### config.mk
export PLATFORM = sky130hd
export DESIGN_NAME = awaiba_rd_sched_flat
export DESIGN_NICKNAME = d
export VERILOG_FILES = /design/src/rtl/awaiba_pkg.sv /design/src/rtl/awaiba_rd_sched_if.sv /design/src/rtl/awaiba_rr_pick.sv /design/src/rtl/awaiba_rd_sched.sv /design/src/flat_wrapper.sv
export SDC_FILE = /design/constraint.sdc
export NUM_CORES = 1
export LEC_CHECK = 0
export BUFFER_PORTS_ARGS = -buffer_cell sky130_fd_sc_hd__buf_2
export CORE_UTILIZATION = 40
export DETAILED_ROUTE_END_ITERATION = 10
export MAX_ROUTING_LAYER = met4
export PLACE_DENSITY = 0.66
export SETUP_SLACK_MARGIN = 0.1
export SKIP_LAST_GASP = 1
export SLEW_MARGIN = 40
export SYNTH_ARGS = -nofsm -noshare
export SYNTH_HDL_FRONTEND = slang
export SYNTH_SLANG_ARGS = --single-unit
### constraint.sdc
create_clock -name clk -period 5.7 [get_ports clk]
set_input_delay 0.57 -clock clk [delete_from_list [all_inputs] [get_ports clk]]
set_output_delay 0.57 -clock clk [all_outputs]
set_load 0.1 [all_outputs]
### src/rtl/awaiba_pkg.sv
// Shared types and defaults for the Awaiba read scheduler.
// Latency: n/a (declarations only).
// Backpressure: n/a.
package awaiba_pkg;

  localparam int AWB_DW          = 13;
  localparam int AWB_LINE_LEN    = 250;
  localparam int AWB_FRAME_LINES = 250;
  localparam int AWB_TIMEOUT     = 1024;
  // Widest channel count the scheduler is built for.
  localparam int AWB_NCH_MAX     = 8;

  typedef enum logic [1:0] {
    IDLE = 2'd0,
    ARB  = 2'd1,
    XFER = 2'd2,
    GAP  = 2'd3
  } awb_state_t;

  // Number of participating channels; the caller zero-extends its mask.
  function automatic int unsigned awb_popcount(input logic [AWB_NCH_MAX-1:0] m);
    int unsigned n;
    n = 0;
    for (int i = 0; i < AWB_NCH_MAX; i++) begin
      if (m[i]) n++;
    end
    return n;
  endfunction

endpackage

### src/rtl/awaiba_rd_sched_if.sv
// Stream bundle between the channel buffers, the scheduler and the system sink.
// Latency: n/a (wires only).
// Backpressure: valid/ready on both the channel side and the system side.
// Ports: ch_valid/ch_data/ch_ready per channel buffer (channel i at [i*DW +: DW]);
//        data_out/valid_out/ready_sys/chan_out/sol/eol towards the system.
interface awaiba_rd_sched_if #(
  parameter int NCH = 4,
  parameter int DW  = awaiba_pkg::AWB_DW
);
  localparam int CW = $clog2(NCH);

  logic [NCH-1:0]    ch_valid;
  logic [NCH*DW-1:0] ch_data;
  logic [NCH-1:0]    ch_ready;

  logic [DW-1:0]     data_out;
  logic              valid_out;
  logic              ready_sys;
  logic [CW-1:0]     chan_out;
  logic              sol;
  logic              eol;

  // Scheduler side.
  modport master (
    input  ch_valid, ch_data, ready_sys,
    output ch_ready, data_out, valid_out, chan_out, sol, eol
  );

  // Environment side: channel buffers plus system sink.
  modport slave (
    output ch_valid, ch_data, ready_sys,
    input  ch_ready, data_out, valid_out, chan_out, sol, eol
  );

endinterface

### src/rtl/awaiba_rr_pick.sv
// Masked round-robin picker: first set mask bit at or after ptr, wrapping.
// Latency: combinational.
// Backpressure: none.
// Ports: mask (participating channels), ptr (search start), idx (winner), any (a winner exists).
module awaiba_rr_pick
  import awaiba_pkg::*;
#(
  parameter int NCH = 4,
  localparam int CW = $clog2(NCH)
) (
  input  logic [NCH-1:0] mask,
  input  logic [CW-1:0]  ptr,
  output logic [CW-1:0]  idx,
  output logic           any
);

  localparam int CW1 = CW + 1;

  // One extra bit so ptr+k never wraps before the explicit modulo.
  logic [CW1-1:0] cand;

  always_comb begin
    idx  = '0;
    any  = 1'b0;
    cand = '0;
    for (int k = 0; k < NCH; k++) begin
      cand = {1'b0, ptr} + CW1'(k);
      if (cand >= CW1'(NCH)) cand = cand - CW1'(NCH);
      if (!any && mask[cand[CW-1:0]]) begin
        idx = cand[CW-1:0];
        any = 1'b1;
      end
    end
  end

endmodule

### src/rtl/awaiba_rd_sched.sv
// Round-robin line scheduler sharing one system stream between NCH sensor channel buffers.
// Latency: zero; the data path is a combinational mux from the granted channel.
// Backpressure: ready_sys is forwarded only to the granted channel; a missing ch_valid for TIMEOUT cycles abandons the line.
// Ports: clk/reset (sync, active high); enable, chan_mask from control; sync to buffers;
//        bus (channel and system streams); frame_done pulse; lost_lines counter; busy.
module awaiba_rd_sched
  import awaiba_pkg::*;
#(
  parameter int NCH         = 4,
  parameter int DW          = AWB_DW,
  parameter int LINE_LEN    = AWB_LINE_LEN,
  parameter int FRAME_LINES = AWB_FRAME_LINES,
  parameter int TIMEOUT     = AWB_TIMEOUT
) (
  input  logic             clk,
  input  logic             reset,
  input  logic             enable,
  input  logic [NCH-1:0]   chan_mask,
  output logic             sync,
  output logic             frame_done,
  output logic [15:0]      lost_lines,
  output logic             busy,
  awaiba_rd_sched_if.master bus
);

  localparam int CW  = $clog2(NCH);
  localparam int WCW = $clog2(LINE_LEN);
  localparam int SCW = $clog2(TIMEOUT);
  localparam int LCW = $clog2(NCH * FRAME_LINES + 1);

  localparam logic [WCW-1:0] WORD_LAST  = WCW'(LINE_LEN - 1);
  localparam logic [SCW-1:0] STALL_LAST = SCW'(TIMEOUT - 1);
  localparam logic [CW-1:0]  CH_LAST    = CW'(NCH - 1);

  awb_state_t     state, state_nxt;
  logic [CW-1:0]  sel, sel_nxt;
  logic [CW-1:0]  rr, rr_nxt;
  logic [WCW-1:0] word_cnt, word_nxt;
  logic [SCW-1:0] stall_cnt, stall_nxt;
  logic [LCW-1:0] line_cnt, line_nxt;
  logic [LCW-1:0] line_target;
  logic [15:0]    lost_nxt;
  logic           sync_nxt;

  logic [CW-1:0]  pick_idx;
  logic           pick_any;
  logic           in_xfer;
  logic           sel_valid;
  logic           beat;
  logic           stall;
  logic           last_beat;
  logic           frame_hit;
  logic [CW-1:0]  sel_inc;

  awaiba_rr_pick #(.NCH(NCH)) u_pick (
    .mask (chan_mask),
    .ptr  (rr),
    .idx  (pick_idx),
    .any  (pick_any)
  );

  // Output mux: the granted channel drives the system stream directly.
  assign in_xfer       = (state == XFER);
  assign sel_valid     = bus.ch_valid[sel];
  assign bus.data_out  = in_xfer ? bus.ch_data[sel*DW +: DW] : '0;
  assign bus.valid_out = in_xfer & sel_valid;
  assign bus.ch_ready  = (in_xfer & bus.ready_sys) ? (NCH'(1) << sel) : '0;
  assign bus.chan_out  = sel;

  assign beat      = bus.valid_out & bus.ready_sys;
  // Only a sink that is ready while the channel has nothing counts as a stall;
  // system backpressure alone must never abandon a line.
  assign stall     = in_xfer & ~sel_valid & bus.ready_sys;
  assign last_beat = (word_cnt == WORD_LAST);
  assign bus.sol   = bus.valid_out & (word_cnt == '0);
  assign bus.eol   = bus.valid_out & last_beat;

  assign sel_inc     = (sel == CH_LAST) ? '0 : sel + 1'b1;
  // Frame length follows the mask as seen in GAP, so it tracks mask changes.
  assign line_target = LCW'(awb_popcount(AWB_NCH_MAX'(chan_mask)) * FRAME_LINES);
  assign frame_hit   = (state == GAP) && (line_cnt == line_target);
  assign frame_done  = frame_hit;
  assign busy        = (state != IDLE);

  always_ff @(posedge clk) begin
    if (reset) begin
      state      <= IDLE;
      sel        <= '0;
      rr         <= '0;
      word_cnt   <= '0;
      stall_cnt  <= '0;
      line_cnt   <= '0;
      lost_lines <= '0;
      sync       <= 1'b0;
    end else begin
      state      <= state_nxt;
      sel        <= sel_nxt;
      rr         <= rr_nxt;
      word_cnt   <= word_nxt;
      stall_cnt  <= stall_nxt;
      line_cnt   <= line_nxt;
      lost_lines <= lost_nxt;
      sync       <= sync_nxt;
    end
  end

  always_comb begin
    state_nxt = state;
    sel_nxt   = sel;
    rr_nxt    = rr;
    word_nxt  = word_cnt;
    stall_nxt = stall_cnt;
    line_nxt  = line_cnt;
    lost_nxt  = lost_lines;
    sync_nxt  = sync;

    case (state)
      IDLE: begin
        if (enable && (|chan_mask)) begin
          state_nxt = ARB;
          sync_nxt  = 1'b1;
        end
      end

      ARB: begin
        // The mask may have emptied since GAP; fall back to idle rather than
        // granting a channel nobody asked for.
        if (pick_any) begin
          sel_nxt   = pick_idx;
          word_nxt  = '0;
          stall_nxt = '0;
          state_nxt = XFER;
        end else begin
          state_nxt = IDLE;
          sync_nxt  = 1'b0;
        end
      end

      XFER: begin
        if (beat) begin
          stall_nxt = '0;
          if (last_beat) begin
            word_nxt  = '0;
            line_nxt  = line_cnt + 1'b1;
            rr_nxt    = sel_inc;
            state_nxt = GAP;
          end else begin
            word_nxt = word_cnt + 1'b1;
          end
        end else if (stall) begin
          if (stall_cnt == STALL_LAST) begin
            // Abandoned lines still count toward the frame so the frame
            // boundary stays aligned with the sensors.
            stall_nxt = '0;
            lost_nxt  = (lost_lines == 16'hFFFF) ? lost_lines : lost_lines + 16'd1;
            line_nxt  = line_cnt + 1'b1;
            rr_nxt    = sel_inc;
            state_nxt = GAP;
          end else begin
            stall_nxt = stall_cnt + 1'b1;
          end
        end
      end

      GAP: begin
        if (frame_hit) line_nxt = '0;
        if (!enable || !(|chan_mask)) begin
          state_nxt = IDLE;
          sync_nxt  = 1'b0;
        end else begin
          state_nxt = ARB;
        end
      end

      default: begin
        state_nxt = IDLE;
        sync_nxt  = 1'b0;
      end
    endcase
  end

endmodule

### src/flat_wrapper.sv
// flat-port wrapper written by rule: the top's interface ports become plain ports
module awaiba_rd_sched_flat import awaiba_pkg::*;
#(
  parameter int NCH         = 4,
  parameter int DW          = AWB_DW,
  parameter int LINE_LEN    = AWB_LINE_LEN,
  parameter int FRAME_LINES = AWB_FRAME_LINES,
  parameter int TIMEOUT     = AWB_TIMEOUT
)
  (clk, reset, enable, chan_mask, sync, frame_done, lost_lines, busy, bus_ch_valid, bus_ch_data, bus_ready_sys, bus_ch_ready, bus_data_out, bus_valid_out, bus_chan_out, bus_sol, bus_eol);
  awaiba_rd_sched_if #(.NCH(NCH), .DW(DW)) bus_i ();
  input  logic clk;
  input  logic reset;
  input  logic enable;
  input  logic [NCH-1:0] chan_mask;
  output logic sync;
  output logic frame_done;
  output logic [15:0] lost_lines;
  output logic busy;
  input wire logic [$bits(bus_i.ch_valid)-1:0] bus_ch_valid;
  input wire logic [$bits(bus_i.ch_data)-1:0] bus_ch_data;
  input wire logic [$bits(bus_i.ready_sys)-1:0] bus_ready_sys;
  output wire logic [$bits(bus_i.ch_ready)-1:0] bus_ch_ready;
  output wire logic [$bits(bus_i.data_out)-1:0] bus_data_out;
  output wire logic [$bits(bus_i.valid_out)-1:0] bus_valid_out;
  output wire logic [$bits(bus_i.chan_out)-1:0] bus_chan_out;
  output wire logic [$bits(bus_i.sol)-1:0] bus_sol;
  output wire logic [$bits(bus_i.eol)-1:0] bus_eol;
  assign bus_i.ch_valid = bus_ch_valid;
  assign bus_i.ch_data = bus_ch_data;
  assign bus_i.ready_sys = bus_ready_sys;
  assign bus_ch_ready = bus_i.ch_ready;
  assign bus_data_out = bus_i.data_out;
  assign bus_valid_out = bus_i.valid_out;
  assign bus_chan_out = bus_i.chan_out;
  assign bus_sol = bus_i.sol;
  assign bus_eol = bus_i.eol;
  awaiba_rd_sched #(.NCH(NCH), .DW(DW), .LINE_LEN(LINE_LEN), .FRAME_LINES(FRAME_LINES), .TIMEOUT(TIMEOUT)) u_core (.clk(clk), .reset(reset), .enable(enable), .chan_mask(chan_mask), .sync(sync), .frame_done(frame_done), .lost_lines(lost_lines), .busy(busy), .bus(bus_i));
endmodule
# Word level (Yosys, flattened, before mapping)
# Index checks and enable logic that the tools add are counted.
# W data, S select, Z words.
# op_classes
add_sub_neg,15
n_mul,2
order_cmp,9
eq_ne,18
shift,2
n_mux,60
bitwise_logic,10
reduce_logical,28
# ops
operator,n
$mux W32,3
$mux W10,9
$add A32 B1 Y32 const B,2
$shiftx A52 B7 Y13,1
$pmux W10 S2,2
$mux W2,19
$mul A32 B7 Y9 const B,1
$mux W8,3
$add A10 B1 Y10 const B,2
$add A16 B1 Y16 const B,1
$eq A16 B16 Y1 const B,1
$pmux W8 S2,1
$lt A2 B3 Y1 const B,5
$mux W1,14
$mux W13,1
$reduce_and A4 Y1,3
$bmux W1 S2,5
$eq A10 B10 Y1,1
$eq A10 B10 Y1 const B,1
$ne A2 B2 Y1 const B,5
$reduce_and A5 Y1,2
$reduce_bool A2 Y1,5
$ge A3 B3 Y1 const B,3
$ne A3 B3 Y1 const B,3
27 further kinds,51
# word_totals
regBits,51
in_bits,64
out_inout_bits,41
word_cells,152

# Depth between registers and ports, before layout
# depth
word_depth,16
depth_mapped,23
depth_no_buf,22

# Hierarchy
# From an unflattened synthesis, not the netlist that was laid out.
# hier_totals
cells_unflattened,431
area_unflattened_um2,3753.6
# by_module_without_submodules
module,n_inst,cells_per_inst,area_each_um2,seq_area_each_um2
awaiba_rd_sched,1,416,3676.0,1021.0
awaiba_rr_pick,1,15,77.6,0.0

# Least setup slack after synthesis
# Ideal clock, no wire load.
# synth_path
path_kind,input-to-reg
start,in chan_mask[1]
end,reg u_core.line_cnt[0]
setup_ns,0.126
arrival_ns,6.226
t_required_ns,5.574
setup_slack_ns,-0.652
cell_stages,22
path_buffers,1
path_cell_list,inv_1 > ha_1 > nor2b_4 > or2_4 > ha_1 > nand2_1 > xor2_1 > inv_1 > fa_1 > fa_1 > fa_1 > inv_1 > ha_1 > ha_1 > and3_1 > a221oi_1 > xnor3_1 > xnor2_2 > and4b_1 > a21o_1 > clkbuf_1 > nor2_1
# synth_between
elab_chain_cells,10
# synth_rtl
item,line,source
"start, declared",flat_wrapper.sv:15,input logic [NCH-1:0] chan_mask;
$mux W32 (*),awaiba_pkg.sv:25,if (m[i]) n++;
$add A32 B1 Y32,awaiba_pkg.sv:25,
$mux W32 (*),awaiba_pkg.sv:25,
$add A32 B1 Y32,awaiba_pkg.sv:25,
$mux W32 (*),awaiba_pkg.sv:25,
$mul A32 B7 Y9 (*),awaiba_rd_sched.sv:80,assign line_target = LCW'(awb_popcount(AWB_NCH_MAX'(chan_mask)) * FRAME_LINES);
$eq A10 B10 Y1 (*),awaiba_rd_sched.sv:81,assign frame_hit = (state == GAP) && (line_cnt == line_target);
$logic_and A1 B1 Y1 (*),awaiba_rd_sched.sv:81,
named net frame_done,flat_wrapper.sv:17,output logic frame_done;
$ne A2 B2 Y1 (no source line) (*),-,
$reduce_and A5 Y1 (no source line) (*),-,
"end signal, assigned",awaiba_rd_sched.sv:101,line_cnt <= line_nxt;
"end, declared",awaiba_rd_sched.sv:40,"logic [LCW-1:0] line_cnt, line_nxt;"
# The timed path passes the listed nets; every way through them passes the cells marked *.
# A chain may end at the register's enable or synchronous reset.

# Worst setup path in the final report
# layout_path
start,in chan_mask[1]
end,out frame_done
# layout_between
elab_chain_cells,8
# layout_rtl
item,line
$mux W32 (*),awaiba_pkg.sv:25
$add A32 B1 Y32,awaiba_pkg.sv:25
$mux W32 (*),awaiba_pkg.sv:25
$add A32 B1 Y32,awaiba_pkg.sv:25
$mux W32 (*),awaiba_pkg.sv:25
$mul A32 B7 Y9 (*),awaiba_rd_sched.sv:80
$eq A10 B10 Y1 (*),awaiba_rd_sched.sv:81
$logic_and A1 B1 Y1 (*),awaiba_rd_sched.sv:81
"end, declared",flat_wrapper.sv:17
# Every way passes the cells marked *; elsewhere a longest branch is shown, timed or not.

==> summary.txt <==
Power
  – Final Power: 1.49 mW
  – Pwr dens: between 200 and 300 nW/um^2
  – Leak: around 2.2 nW
  – Peak VDD IR: between 100 and 150 uV

Cells and area
  – N_diodes: 0
  – Core Util, Final: 0.538
  – Fin cells: around 700
  – Post-route cell area: 5050 um^2
  – Layout area overhead: 29.1%
  – Nets: just under 700
  – Fillers: 890
  – Share of cells above drive strength 1: 0.330

Critical path
  – CP max stage cell: fa_2
  – Worst Path Arrival: just over 5 ns
  – Crit start category: primary input
  – Max incr delay on CP: between 0.5 and 0.6 ns
  – Crit Path Max Fanout: 3
  – Req. time, crit path: approximately 5.1 ns
  – Most used cell, CP: ha_4
  – Count of buffer and inverter cells on the critical path: 4
  – Crit path max-delay family: adder cells
  – Critical path type: primary input to primary output
  – Crit path capture type: primary output
  – Crit path cell chain: buf_8, ha_4, nor2b_1, or2_4, ha_4, nand2b_4, o21a_4, inv_6, fa_1, fa_1, fa_2, inv_2, ha_4, ha_4, and3_4, a221oi_2, xnor3_1, xnor2_2, and4b_4, buf_12

Synth
  – Seq/Total Area, Yosys: 0.261
  – Distinct cells, synth: 62
  – Mapped Cells: approximately 440
  – Asr flop ratio synth: 0
  – Post-Synth Simple-Gate Area: 0.236
  – Largest family of logic cells by synthesized area: simple AND/OR/NAND/NOR gates
  – Post-Synth Adder-Cell Area: 0.138
  – #FFs+latches synth: a little over 50
  – Post-synth EDFFs: 0
  – Warnings, synthesis: 0
  – Syn_area_per_cell: around 8.8 um^2
  – Synth Area in Compound Gates: 0.112
  – Multiplexer area fraction after synthesis: 0.0944
  – Synth Flop Type: dfxtp_1
  – XOR/XNOR Fraction of Synth Area: 0.101
  – Synthesized area: ~3900 um^2

Timing
  – Slew @ Worst Pin: roughly 0.78 ns
  – Max-slew headroom: 0.476
  – TNS Setup: 0 ns
  – Final Cycle Share: 0.986
  – Hold Violations, Final: 0
  – Max Clock Skew: between 0.01 and 0.015 ns
  – Fmax achieved: between 150 and 200 MHz
  – Slew Viols, Final: 0
  – Final setup viols: 0
  – Final min period: ~5.6 ns
  – Unrepaired setup endpoints after global routing: yes
  – Worst Setup Slack, final: 0.0821 ns
  – Hold slack: about 0.47 ns

Clock network
  – CTS buffer count: 5
  – Hold_buf cts: 0
  – Clk pin slew, worst setup/hold paths: 0.10 ns
  – TritonCTS clock tree: done
  – H-tree Lvls: 2
  – Max clock buf depth: 2
  – Sink Count: between 50 and 60
  – Root buf cell: clkbuf_8
  – Clk_lat worst skew: 0.31 ns

Global routing
  – Initial antenna violation count: 0
  – First-pass GRT wire length: 15,500 um
  – GR Util All Layers: 0.196
  – Via count of the first global-routing pass: between 3,000 and 4,000
  – Remaining global-route overflow: 0
  – Pin count of the biggest net entering global routing: 29

Placed design
  – Post-Place Worst Slack: -0.324 ns
  – IO buf count: 104
  – DP Cell Count: 682
  – Placer Congestion: between 0.8 and 0.9
  – Cell Area, Placed: between 4000 and 5000 um^2
  – Hpwl dp: approximately 7600 um

Routing
  – DR vias/cell: between 5 and 6
  – Drt drc: 0
  – Post-route ant nets: 0
  – WL final: roughly 9900 um
  – 1st-pass router iterations: 4
  – Post-DR wirelength/cell: around 14 um
  – DR iter-0 viols: between 100 and 150
  – DR vias: ~3,600

Floorplan
  – Die X: about 100 um
  – Chip height: between 100 and 150 um
  – DIE AREA: slightly above 10,000 um^2
  – Rows: 35
  – Core region area: 9370 um^2
  – IO Count: ~110
  – Starting Density: 0.417

Min path
  – Worst Hold Class: flip-flop to flip-flop

Run
  – Max capacitance violation total: 0

Outcome
  – Status: completed
-- state kept, by name, indices dropped and copies added (netlist names), named ones only --
signal               count
u_core.lost_lines       16
u_core.stall_cnt        10
u_core.state             1
u_core.rr                2
u_core.sync              1
u_core.bus.chan_out      2
u_core.line_cnt         10
u_core.word_cnt          8
-- power breakdown --
| group | total [mW] | leakage (nW) | switching (mW) | internal (mW) |
|---|---|---|---|---|
| Combinational | 0.827 | 1.70 | 0.445 | 0.381 |
| Sequential | 0.391 | 0.412 | 0.0191 | 0.372 |
| Clock | 0.269 | 0.0618 | 0.125 | 0.145 |
-- cells in the final DEF, fill, tap and decap left out, types with 3 or more instances in the layout --
| cell type | n |
|---|---|
| dfxtp_1 | 51 |
| mux4_2 | 13 |
| clkbuf_8 | 6 |
| nand2_1 | 26 |
| or4_1 | 5 |
| xor2_2 | 3 |
| nand4_1 | 11 |
| a21oi_1 | 28 |
| or2_2 | 3 |
| xor2_1 | 17 |
| mux2i_1 | 5 |
| o31ai_1 | 5 |
| nor4_1 | 7 |
| buf_2 | 101 |
| ha_1 | 29 |
| and2_1 | 15 |
| inv_1 | 30 |
| o21ai_1 | 3 |
| nor3_1 | 5 |
| a21o_1 | 4 |
| inv_2 | 3 |
| nor2_1 | 39 |
| and3_1 | 12 |
| buf_4 | 28 |
| nand3_1 | 13 |
| conb_1 | 4 |
| or3_1 | 13 |
| o21ai_0 | 12 |
| fa_1 | 4 |
| xnor2_1 | 20 |
| nand2b_1 | 3 |
| ha_4 | 6 |
-- area by class of cell --
cell class / instances / area (um^2) / share of cell area
Tap cell: 129 / 161 / 0.0320
Inverter: 35 / 136 / 0.0270
Sequential cell: 51 / 1020 / 0.202
Clock inverter: 2 / 38.8 / 0.00769
Clock buffer: 6 / 82.6 / 0.0164
Multi-Input combinational cell: 342 / 2810 / 0.557
Timing Repair Buffer: 134 / 797 / 0.158
-- what timing repair did --
| item | 4_1_cts | 5_1_grt |
|---|---|---|
| pin swaps | 11 | 5 |
| setup buffers | 5 | 6 |
| gates resized for setup | 12 | 12 |
| endpoints found under the setup margin | 7 | 11 |
-- cell usage after synthesis (all sizes together), types with 3 or more instances --
master	instances	area share
dfxtp	51	0.26
nor2	39	0.037
ha	35	0.11
inv	34	0.034
a21oi	31	0.045
nand2	26	0.025
xnor2	21	0.049
xor2	20	0.047
o21ai	16	0.021
and2	15	0.024
mux4	14	0.082
and3	13	0.021
nand3	13	0.017
or3	13	0.021
nand4	11	0.018
clkbuf	9	0.0086
buf	7	0.012
nor4	7	0.011
nor3	6	0.0090
or4	6	0.012
fa	5	0.026
mux2i	5	0.013
o31ai	5	0.0096
a21o	4	0.0077
nand2b	4	0.0064
or2	4	0.0070
nor2b	3	0.0067
-- logic make-up (layout without fill, tap and decap cells) --
group	after synthesis	count (layout)
flip-flops	51	51
AND/OR/NAND/NOR	169	169
multiplexers	19	19
AO/OA/AOI/OAI	68	68
other	2	4
adder cells (fa/ha/maj)	40	40
buffers and inverters	51	177
XOR/XNOR	42	42
-- worst register-to-register path, delay by kind of cell, from the launching register on --
kind            cells  cell delay (ns)
compound gates      4             0.51
buf+inv             1             0.16
flops               1             0.84
mux                 1             0.46
simple gates        2             1.03
-- per-layer routing --
layer / share of wire / GRT usage
met1: 0.40 / 0.208
met2: 0.53 / 0.377
met3: 0.063 / 0.0305
met4: 0.0083 / 0.0446
met5: 0 / -
-- path summary, 6_finish.rpt --
| kind | from | to | slack [ns] | cells past startpoint |
|---|---|---|---|---|
| worst min-delay path | u_core.sync | u_core.sync | 0.47 | 2 |
| worst min register to register | u_core.sync | u_core.sync | 0.47 | 2 |
| worst max register to register | u_core.bus.chan_out[1] | u_core.line_cnt[5] | 2.62 | 8 |
| worst max-delay path | chan_mask[1] | frame_done | 0.08 | 20 |
No activity file was read; power rests on OpenSTA's default activity.
